[config.mk]
export PLATFORM = sky130hd
export DESIGN_NAME = display_hdmi_frame_fifo_feeder
export DESIGN_NICKNAME = d
export VERILOG_FILES = /design/src/rtl/display_hdmi_frame_fifo_feeder.sv
export SDC_FILE = /design/constraint.sdc
export NUM_CORES = 1
export LEC_CHECK = 0
export BUFFER_PORTS_ARGS = -buffer_cell sky130_fd_sc_hd__buf_2
export CAP_MARGIN = 5
export CORE_AREA = 2 2 154 156
export CTS_CLUSTER_DIAMETER = 200
export DETAILED_ROUTE_END_ITERATION = 7
export DIE_AREA = 0 0 156 158
export SLEW_MARGIN = 5
export SYNTH_ARGS = -nofsm -noshare
export SYNTH_HDL_FRONTEND = slang
export SYNTH_SLANG_ARGS = --single-unit
export TNS_END_PERCENT = 5
[constraint.sdc]
create_clock -name i_wclk -period 6.4 [get_ports i_wclk]
set_input_delay 0.64 -clock i_wclk [delete_from_list [all_inputs] [get_ports i_wclk]]
set_output_delay 0.64 -clock i_wclk [all_outputs]
set_load 0.02 [all_outputs]
[src/rtl/display_hdmi_frame_fifo_feeder.sv]
// Write-side producer for the HDMI pixel FIFO: requests DMA bursts per line
// segment, tags pixels with SOF/EOL and throttles on FIFO occupancy.
module display_hdmi_frame_fifo_feeder #(
    parameter int DATA_WIDTH    = 24,
    parameter int ADDR_WIDTH    = 10,
    parameter int BURST_LEN     = 64,
    parameter int H_ACTIVE      = 1280,
    parameter int V_ACTIVE      = 720,
    parameter int REQ_THRESHOLD = 2**ADDR_WIDTH - BURST_LEN - 2
) (
    input  logic                    i_arst,
    input  logic                    i_wclk,
    input  logic                    i_enable,
    input  logic                    i_frame_start,
    output logic                    o_req,
    input  logic                    i_req_ack,
    output logic [15:0]             o_req_x,
    output logic [15:0]             o_req_y,
    output logic [15:0]             o_req_len,
    input  logic                    i_rd_valid,
    input  logic [DATA_WIDTH-1:0]   i_rd_data,
    output logic                    o_rd_ready,
    output logic                    o_fifo_we,
    output logic [DATA_WIDTH+1:0]   o_fifo_wdata,
    input  logic                    i_fifo_full,
    input  logic [ADDR_WIDTH-1:0]   i_fifo_wcnt,
    output logic                    o_busy,
    output logic                    o_frame_done,
    output logic                    o_ovf_err,
    output logic                    o_sync_err
);
    typedef enum logic [2:0] {
        S_IDLE,
        S_WAIT_SPACE,
        S_REQ,
        S_XFER,
        S_FRAME_END
    } state_t;

    localparam logic [15:0] L_H_ACTIVE = 16'(H_ACTIVE);
    localparam logic [15:0] L_V_ACTIVE = 16'(V_ACTIVE);
    localparam logic [15:0] L_BURST    = 16'(BURST_LEN);
    localparam logic [31:0] L_THRESH   = 32'(REQ_THRESHOLD);

    state_t                  r_state;
    state_t                  w_next;
    logic                    r_space_ok;
    logic                    r_sof_pending;
    logic [15:0]             r_x;
    logic [15:0]             r_y;
    logic [15:0]             r_beat;
    logic [15:0]             r_req_x;
    logic [15:0]             r_req_y;
    logic [15:0]             r_req_len;
    logic                    r_we;
    logic [DATA_WIDTH+1:0]   r_wdata;
    logic                    r_ovf;
    logic                    r_sync;

    logic                    w_accept;
    logic                    w_last_beat;
    logic                    w_line_end;
    logic                    w_eol;
    logic [15:0]             w_remain;
    logic [15:0]             w_len;
    logic [15:0]             w_x_next;

    assign w_accept    = (r_state == S_XFER) & i_rd_valid & ~i_fifo_full;
    assign w_last_beat = (r_beat == r_req_len - 16'd1);
    assign w_x_next    = r_x + r_req_len;
    assign w_line_end  = (w_x_next == L_H_ACTIVE);
    assign w_eol       = ((r_x + r_beat) == (L_H_ACTIVE - 16'd1));
    assign w_remain    = L_H_ACTIVE - r_x;
    assign w_len       = (w_remain < L_BURST) ? w_remain : L_BURST;

    always_ff @(posedge i_wclk or posedge i_arst) begin
        if (i_arst) begin
            r_state <= S_IDLE;
        end else begin
            r_state <= w_next;
        end
    end

    always_comb begin
        w_next = r_state;
        case (r_state)
            S_IDLE: begin
                if (i_frame_start && i_enable) w_next = S_WAIT_SPACE;
            end
            S_WAIT_SPACE: begin
                // Only a registered space compare lets us leave, even when disabling.
                if (r_space_ok) w_next = i_enable ? S_REQ : S_IDLE;
            end
            S_REQ: begin
                if (i_req_ack) w_next = S_XFER;
            end
            S_XFER: begin
                if (w_accept && w_last_beat) begin
                    if (w_line_end && (r_y == L_V_ACTIVE - 16'd1)) w_next = S_FRAME_END;
                    else                                           w_next = S_WAIT_SPACE;
                end
            end
            S_FRAME_END: w_next = S_IDLE;
            default:     w_next = S_IDLE;
        endcase
    end

    always_ff @(posedge i_wclk or posedge i_arst) begin
        if (i_arst) begin
            r_space_ok    <= 1'b0;
            r_sof_pending <= 1'b0;
            r_x           <= '0;
            r_y           <= '0;
            r_beat        <= '0;
            r_req_x       <= '0;
            r_req_y       <= '0;
            r_req_len     <= '0;
            r_we          <= 1'b0;
            r_wdata       <= '0;
            r_ovf         <= 1'b0;
            r_sync        <= 1'b0;
        end else begin
            r_space_ok <= (32'(i_fifo_wcnt) <= L_THRESH);
            r_we       <= w_accept;
            r_ovf      <= r_ovf | (r_we & i_fifo_full);
            r_sync     <= r_sync | (i_frame_start & (r_state != S_IDLE));

            if (r_state == S_IDLE && i_frame_start && i_enable) begin
                r_x           <= '0;
                r_y           <= '0;
                r_sof_pending <= 1'b1;
            end

            if (r_state == S_WAIT_SPACE && r_space_ok && i_enable) begin
                r_req_x   <= r_x;
                r_req_y   <= r_y;
                r_req_len <= w_len;
            end

            if (r_state == S_REQ && i_req_ack) r_beat <= '0;

            if (w_accept) begin
                r_wdata       <= {w_eol, r_sof_pending, i_rd_data};
                r_sof_pending <= 1'b0;
                r_beat        <= r_beat + 16'd1;
                if (w_last_beat) begin
                    if (w_line_end) begin
                        r_x <= '0;
                        r_y <= r_y + 16'd1;
                    end else begin
                        r_x <= w_x_next;
                    end
                end
            end
        end
    end

    assign o_req        = (r_state == S_REQ);
    assign o_req_x      = r_req_x;
    assign o_req_y      = r_req_y;
    assign o_req_len    = r_req_len;
    assign o_rd_ready   = (r_state == S_XFER) & ~i_fifo_full;
    assign o_fifo_we    = r_we;
    assign o_fifo_wdata = r_wdata;
    assign o_busy       = (r_state != S_IDLE);
    assign o_frame_done = (r_state == S_FRAME_END);
    assign o_ovf_err    = r_ovf;
    assign o_sync_err   = r_sync;
endmodule

==> summary.txt, run 1 <==
Status
  • Outcome: complete, no violations

Global routing
  • GRT Util Overall: 17.9%
  • Largest net degree at the start of global routing: 79
  • First-pass GRT wire length: 34900 µm
  • Antenna violations before repair: 1
  • Met2 Use GR: 27.4%
  • GR Overflow Total: 0
  • Most Crowded Layer GR: met2
  • Global Route met3 Usage: 4.02%
  • GRT met1 Usage: 25.7%
  • Vias in the first global route: ~6500

Floorplanning
  • Die ar.: 24600 µm²
  • Row count: 56
  • Die Ht: 158 µm
  • IO Pins: 122
  • Initial Util: approximately a third
  • Core footprint: 23100 µm²
  • Die X: about 160 µm

STA
  • # setup viols final: 0
  • Slew of the pin with the lowest slew margin: 1190 ps
  • Worst slew margin: about a fifth
  • Fmax: 0.255 GHz
  • Final min period: between 3000 and 4000 ps
  • Final Cycle Share: 61.3%
  • Max Slew Vio Count: 0
  • Setup TNS: 0 ps
  • RSZ-0062 raised after global routing: false
  • Hold_ws: 243 ps
  • Final Hold Fails: 0
  • Clock skew: 15.1 ps

Layout
  • Antenna Cells: 0
  • Final core occ: 40.8%
  • Area of the multi-input gates: 4490 µm²
  • Non-filler cells, final: 1339
  • Register Area: 3250 µm²
  • Filler instances: 2298
  • Most common cell after layout, fill and taps aside: nand2_1
  • Share of layout cells above drive strength 1: about 17%
  • Final nets: between 1000 and 1500
  • Most frequent cells in the layout: nand2_1, dfrtp_1, buf_2, nand3_1, nor2_1
  • Area delta synth->final: 17.9%
  • Final instance area: roughly 9400 µm²

Clock network
  • TritonCTS Buffers: 17
  • CTS Root Cell: clkbuf_16
  • Hold buffers post-CTS: 0
  • Clock latency on the worst-skew pair: 430 ps
  • Resized cells post-CTS: 0
  • Post-CTS Setup Inserts: 0
  • H-tree levels: 4
  • Worst-case clock buffer depth: 2
  • CTS tree: built
  • Clk sinks: 130
  • Clk pin slew, worst setup/hold paths: 60 ps

Place
  • Post-DP HPWL: about 15000 µm
  • Placed Cells incl. Taps: around 1300
  • Dpl cell area: 8820 µm²
  • PortBufs: 121
  • RePlAce Congestion: 0.859

Setup path
  • CP arrival: 4260 ps
  • Startpoint Class: register
  • Critical path type: register to register
  • CP Buf/Inv Count: 0
  • Slowest stage delay, CP: 970 ps
  • Crit path from: r_x[0]$_DFF_PP0_
  • Slowest CP cell: nor4_2
  • Crit Path Max Fanout: 16
  • Crit. End Element: register
  • Top delay family on crit path: simple AND/OR/NAND/NOR gates
  • Critical path data required time: 6740 ps
  • Cell Chain, Critical Path: ha_1 > fa_1 > a21o_1 > a221oi_4 > a21boi_0 > a211oi_1 > nand4_1 > nor4_2 > and4_1 > mux2i_1
  • Reg-to-Reg Start: r_x[0]$_DFF_PP0_

Routing
  • First drt pass iteration count: 5
  • Antenna Nets Post-Route: 0
  • Initial DRC count: ~510
  • DR DRC count: 0
  • Wire per inst: 16.5 µm
  • Routed Wire Length: roughly 22000 µm
  • Number of vias per cell: 5.27
  • Routed via count: 7057

Power and ir drop
  • Leakage: around 0.0047 µW
  • Maximum vdd ir drop: ~0.15 mV
  • Pwr/cell area: between 200 and 300 nW/µm²

Yosys
  • Yosys cell types: 69
  • Post-synth top area cell: dfrtp_1
  • Area contributors post-synth: dfrtp_1, nand2_1, ha_1
  • EDFF count, synth: 0
  • Seq/Total Area, Yosys: roughly 41%
  • Mapped Area: 7980 µm²
  • Syn. warnings: 0
  • Top FF cell, synth: dfrtp_1
  • Yosys top cell area share: 40.8%
  • Avg Inst Size Synth: around 8.5 µm²
  • Post-synthesis cell count: approximately 940
  • Net Count, Synth: about 1000
  • Ys async rst share: 100%
  • #FFs+latches synth: 130

Min path
  • Min-delay worst type: primary input to async pin

Flow run
  • Max-cap violations: 0
==> cells by family after synthesis <==
family                   count (synthesis)  share of synthesized area (%)
AO/OA/AOI/OAI                          164                           14.2
XOR/XNOR                                46                           5.05
adder cells (fa/ha/maj)                 36                           5.83
buffers and inverters                   63                           3.04
flip-flops                             130                           40.8
multiplexers                            19                           2.38
AND/OR/NAND/NOR                        478                           28.7
==> state kept, by name, indices dropped and copies added (netlist names) <==
signal         count
r_y               16
o_ovf_err          1
r_x               16
r_sof_pending      1
r_beat            16
r_state            3
r_space_ok         1
o_req_x           16
o_req_y           16
o_fifo_we          1
o_sync_err         1
o_fifo_wdata      26
o_req_len         16
==> layout make-up <==
class                   instances  area share (%)
clock buffers                  17            4.52
clock inverters                15            1.68
inverters                      18           0.772
multi-input cells             743            47.7
flip-flops and latches        130            34.6
well taps                     290            3.86
repair buffers                126            6.84
==> cell usage after synthesis (4+ instances only) <==
library cell  instances
o21ai_1               4
o21ai_0              43
nand3_1              53
mux2i_1              19
o2111ai_1             5
ha_1                 34
a22o_1                5
nor2b_1               5
a21o_1               18
and2_1               13
nor3_1               20
nand2_1             243
nor2_1               45
a21oi_1              33
nor3b_1               4
o31ai_1               7
nand2b_1             11
o211ai_1              6
a211oi_1              6
xnor2_1              30
clkbuf_1             40
buf_2                 5
nor4_1               12
and3_1               15
dfrtp_1             130
inv_1                18
or3_1                 8
xor2_1               16
nand4_1              14
and4_1               15
==> power by group <==
group | switching [µW] | internal, µW
clock network | 394 | 576
registers | 76.2 | 915
logic | 333 | 163
total | 803 | 1650
==> per-stage QoR <==
step	power, µW	setup WS [ps]
2_1_floorplan	1330	2290
3_3_place_gp	1500	2490
3_5_place_dp	1510	2480
4_1_cts	2480	2470
5_1_grt	2580	2120
6_report	2460	2480
==> layer usage <==
layer	up-vias	routed length [µm]
li1	3502	-
met1	3339	10300
met2	198	10100
met3	16	1430
met4	2	197
met5	-	13
==> path summary, 6_finish.rpt <==
| path | end | slack (ps) | cells past startpoint |
|---|---|---|---|
| max in group asynchronous | r_beat[11]$_DFFE_PP0P_ | 4740 | 3 |
| hold reg to reg | o_ovf_err$_DFF_PP0_ | 450 | 1 |
| setup / recovery | r_y[10]$_DFF_PP0_ | 2480 | 10 |
| min in group i_wclk | o_fifo_wdata[19]$_DFFE_PP0P_ | 400 | 3 |
| hold / removal | o_req_x[10]$_DFFE_PP0P_ | 240 | 2 |
| setup reg to reg | r_y[10]$_DFF_PP0_ | 2480 | 10 |
==> worst reg2reg max path: stages, from the launching register on <==
cell	delay, ps
dfrtp_1	470
ha_1	250
fa_1	420
a21o_1	210
a221oi_4	340
a21boi_0	180
a211oi_1	320
nand4_1	150
nor4_2	970
and4_1	350
mux2i_1	190
(Power assumes the default switching activity.)
==> inputs of run 2 (changes only) <==
- clock period: 6.4 -> 3.6 ns (I/O delays scaled with it)
==> run 2 against run 1 <==
Sequential share of layout area down 0.50 points. Fmax rose by 18%. Clock skew down 4.5 ps. Setup slack got worse by 2200 ps. Combinational power rose by 79%. Clock power increased by 79%. Critical endpoint is now r_y[9]$_DFF_PP0_.
==> summary.txt, run 2 (same netlist as run 1, synthesis figures left out) <==
STA
  • RSZ-0062 raised after global routing: false
  • Hold_ws: 63.1 ps
  • Clock skew: 10.6 ps
  • Slew of the pin with the lowest slew margin: 974 ps
  • Final Hold Fails: 0
  • Worst slew margin: between 30% and 40%
  • Fmax: 0.300 GHz
  • Max Slew Vio Count: 0
  • # setup viols final: 0
  • Final min period: between 3000 and 4000 ps
  • Final Cycle Share: between 90% and 100%
  • Setup TNS: 0 ps

Clock network
  • Hold buffers post-CTS: 0
  • Post-CTS Setup Inserts: 0
  • Clock latency on the worst-skew pair: 420 ps
  • H-tree levels: 4
  • Clk pin slew, worst setup/hold paths: 60 ps
  • CTS tree: built
  • Clk sinks: between 100 and 150
  • CTS Root Cell: clkbuf_16
  • Worst-case clock buffer depth: 2
  • TritonCTS Buffers: 17
  • Resized cells post-CTS: 0

Routing
  • DR DRC count: 0
  • Number of vias per cell: 5.26
  • Routed Wire Length: about 22000 µm
  • Routed via count: ~7100
  • First drt pass iteration count: 7
  • Antenna Nets Post-Route: 0
  • Initial DRC count: 435
  • Wire per inst: 16.3 µm

Floorplanning
  • IO Pins: around 120
  • Die X: 156 µm
  • Core footprint: 23100 µm²
  • Die Ht: 158 µm
  • Initial Util: approximately a third
  • Die ar.: 24600 µm²
  • Row count: 56

Global routing
  • Antenna violations before repair: 0
  • GR Overflow Total: 0
  • Vias in the first global route: 6660
  • First-pass GRT wire length: 35200 µm
  • Most Crowded Layer GR: met2
  • Global Route met3 Usage: about 3.3%
  • Met2 Use GR: 28.5%
  • GRT met1 Usage: 25.6%
  • Largest net degree at the start of global routing: 64
  • GRT Util Overall: 18.0%

Status
  • Outcome: complete, no violations

Power and ir drop
  • Maximum vdd ir drop: 0.270 mV
  • Leakage: roughly 0.0048 µW
  • Pwr/cell area: roughly 460 nW/µm²

Layout
  • Most frequent cells in the layout: nand2_1, dfrtp_1, buf_2, nand3_1, nor2_1
  • Max reg flops: 26
  • Final nets: 1130
  • Most common cell after layout, fill and taps aside: nand2_1
  • Antenna Cells: 0
  • Share of layout cells above drive strength 1: 18.3%
  • Area delta synth->final: 19.6%

Setup path
  • Critical path data required time: 3940 ps
  • Startpoint Class: register
  • Critical path type: register to register
  • CP arrival: 3670 ps
  • Crit Path Max Fanout: 16
  • Crit. End Element: register

Place
  • RePlAce Congestion: 0.914
  • PortBufs: 121
  • Post-DP HPWL: around 16000 µm

Flow run
  • Max-cap violations: 0

Min path
  • Min-delay worst type: primary input to async pin
==> run 2: changes by cell type in the layout (fill, tap and decap cells not counted), sizes merged <==
cell and change:
clkbuf +1, clkinv -7, buf +17, clkinvlp +5, inv +1
==> run 2: power breakdown <==
group / switching (µW) / internal, µW / leakage, µW
Combinational: 594 / 292 / 0.00277
Clock: 707 / 1030 / 0.000272
Sequential: 131 / 1630 / 0.00175
==> run 2: area by class of cell <==
cell class                      instances  area (µm²)
Sequential cell                       130        3250
Multi-Input combinational cell        743        4490
Fill cell                            2303       13500
Tap cell                              290         363
Clock inverter                         14         154
Clock buffer                           18         429
Inverter                               18        71.3
Timing Repair Buffer                  143         783
==> run 2: through the flow <==
stage	instance area (µm²)	total power, µW	std cells	worst slack [ps]	util, %
after detailed placement	8960	2680	1324	313	38.9
after floorplan	7980	2360	936	347	-
final	9540	4380	1356	269	41.4
after CTS	9540	4430	1356	289	41.4
after global routing	9540	4610	1356	68.4	41.4
after global placement	8960	2670	1324	378	38.9
==> run 2: worst max-delay path, cell delays in order (launching register included) <==
cell	delay, ps
dfrtp_1	480
ha_1	250
fa_1	420
a21o_1	210
a221oi_4	350
a21boi_0	180
a211oi_1	310
nand4_1	150
nor4_2	230
buf_4	230
and4_1	230
mux2i_1	200
==> run 2: path summary, 6_finish.rpt <==
check                                     from                     endpoint  cells past startpoint  slack [ps]
min in group i_wclk               i_rd_data[0]  o_fifo_wdata[0]$_DFFE_PP0P_                      3         120
setup reg to reg              r_x[0]$_DFF_PP0_             r_y[9]$_DFF_PP0_                     11         270
hold / removal                          i_arst  o_fifo_wdata[4]$_DFFE_PP0P_                      2          60
setup / recovery              r_x[0]$_DFF_PP0_             r_y[9]$_DFF_PP0_                     11         270
hold reg to reg            o_ovf_err$_DFF_PP0_          o_ovf_err$_DFF_PP0_                      1         450
max in group asynchronous               i_arst            r_y[13]$_DFF_PP0_                      3        2620
==> run 2: routing by layer <==
| layer | vias to the layer above | part of all wire, % |
|---|---|---|
| li1 | 3535 | - |
| met1 | 3400 | 48 |
| met2 | 176 | 46 |
| met3 | 21 | 5.0 |
| met4 | 0 | 1.0 |
| met5 | - | 0 |
==> inputs of run 3 (changes only) <==
- MAX_ROUTING_LAYER: not set -> met4
==> run 3 against run 2 <==
Critical path depth unchanged. Total power about the same. Routed wire length decreased by 0.29%. Count of clock-buffer cells in the layout unchanged. Utilization unchanged. Clock skew about the same. Largest power group unchanged. Final area unchanged. Die area unchanged. Register-to-register slack about the same. First-iteration DRC count decreased by 0.92%.
==> summary.txt, run 3 (same netlist as run 1, synthesis figures left out) <==
Floorplanning
  • Die Ht: 158 µm
  • IO Pins: 122
  • Die ar.: 24600 µm²
  • Die X: 156 µm
  • Initial Util: roughly a third
  • Row count: 56
  • Core footprint: 23100 µm²

Power and ir drop
  • Switch share: 32.7%
  • Share of power burned in registers: 40.1%
  • Pwr/cell area: about 460 nW/µm²
  • Maximum vdd ir drop: 0.271 mV
  • Power Internal: 2950 µW
  • Tot Pwr: 4380 µW
  • Sw power: 1430 µW
  • Leakage: 0.00479 µW
  • Combinational share of power: 20.2%
  • Clk network pwr share: between 30 and 40%

Clock network
  • Clk pin slew, worst setup/hold paths: 60 ps
  • CTS Root Cell: clkbuf_16
  • Clock latency on the worst-skew pair: about 420 ps
  • Post-CTS Setup Inserts: 0
  • Resized cells post-CTS: 0
  • CTS tree: built
  • TritonCTS Buffers: 17
  • H-tree levels: 4
  • Hold buffers post-CTS: 0
  • Worst-case clock buffer depth: 2
  • Clk sinks: 130

Layout
  • Most common cell after layout, fill and taps aside: nand2_1
  • Final core occ: 41.4%
  • Antenna Cells: 0
  • Most frequent cells in the layout: nand2_1, dfrtp_1, buf_2, nand3_1, nor2_1
  • Final nets: 1130
  • Filler instances: roughly 2300
  • Share of layout cells above drive strength 1: 18.3%
  • Register Area: between 3000 and 4000 µm²
  • Area of the multi-input gates: 4490 µm²
  • Max reg flops: 26
  • Area delta synth->final: 19.6%

Place
  • RePlAce Congestion: approximately 0.93
  • PortBufs: approximately 120
  • Post-DP HPWL: 16000 µm

STA
  • Fmax: around 0.3 GHz
  • Final Cycle Share: ~92%
  • RSZ-0062 raised after global routing: false
  • Worst slew margin: 35.1%
  • Clock skew: 10.2 ps
  • Final min period: about 3300 ps
  • Final Hold Fails: 0
  • Hold_ws: 62.9 ps
  • # setup viols final: 0
  • Slew of the pin with the lowest slew margin: between 900 and 1000 ps
  • Setup TNS: 0 ps
  • Max Slew Vio Count: 0

Setup path
  • Startpoint Class: register
  • Critical path type: register to register
  • Crit Path Max Fanout: 16
  • CP arrival: roughly 3700 ps
  • Crit. End Element: register
  • Critical path data required time: 3940 ps

Routing
  • Antenna Nets Post-Route: 0
  • Wire per inst: 16.3 µm
  • Routed Wire Length: 22000 µm
  • Initial DRC count: around 430
  • Number of vias per cell: 5.25
  • Routed via count: between 7000 and 8000
  • First drt pass iteration count: 5
  • DR DRC count: 0

Global routing
  • Antenna violations before repair: 0
  • Vias in the first global route: 6675
  • Largest net degree at the start of global routing: 64
  • First-pass GRT wire length: roughly 35000 µm
  • GRT Util Overall: between 15 and 20%
  • GR Overflow Total: 0

Flow run
  • Max-cap violations: 0

Status
  • Outcome: complete, no violations

Min path
  • Min-delay worst type: primary input to async pin
run 3: area by class of cell:
class | count | area share, %
Inverter | 18 | 0.747
Timing Repair Buffer | 143 | 8.21
Sequential cell | 130 | 34.1
Clock inverter | 14 | 1.61
Multi-Input combinational cell | 743 | 47.0
Clock buffer | 18 | 4.50
Tap cell | 290 | 3.80
run 3: power by group through the flow:
stage	registers, µW	logic (µW)	clock network, µW
after floorplan	1930	431	0
after global placement	1780	887	0
after detailed placement	1790	891	0
after CTS	1760	897	1770
after global routing	1780	995	1830
final	1760	886	1740
run 3: final timing paths:
check	startpoint	to	slack [ps]	cells past startpoint
worst max-delay path	r_x[0]$_DFF_PP0_	r_y[9]$_DFF_PP0_	280	11
worst min-delay path	i_arst	o_fifo_wdata[4]$_DFFE_PP0P_	60	2
worst max register to register	r_x[0]$_DFF_PP0_	r_y[9]$_DFF_PP0_	280	11
worst min register to register	o_ovf_err$_DFF_PP0_	o_ovf_err$_DFF_PP0_	450	1
max in group asynchronous	i_arst	r_y[13]$_DFF_PP0_	2620	3
min in group i_wclk	i_rd_data[0]	o_fifo_wdata[0]$_DFFE_PP0P_	120	3
run 3: worst max-delay path, cell delays in order (launching register included):
cell and delay (ps):
dfrtp_1 480, ha_1 250, fa_1 420, a21o_1 210
a221oi_4 350, a21boi_0 180, a211oi_1 310, nand4_1 150
nor4_2 230, buf_4 230, and4_1 230, mux2i_1 200
run 3: through the flow:
step / area (µm²) / cells / setup slack (ps)
final: 9540 / 1356 / 278
after global routing: 9540 / 1356 / 68.3
after CTS: 9540 / 1356 / 289
after detailed placement: 8960 / 1324 / 313
after global placement: 8960 / 1324 / 378
after floorplan: 7980 / 936 / 347
run 3: routing by layer:
metal | up-vias | GRT usage [%] | wire length, µm
met5 | - | - | 0
met4 | 0 | 4.54 | 265
met3 | 24 | 3.18 | 1040
met2 | 157 | 28.4 | 10000
met1 | 3399 | 25.6 | 10700
li1 | 3541 | - | -
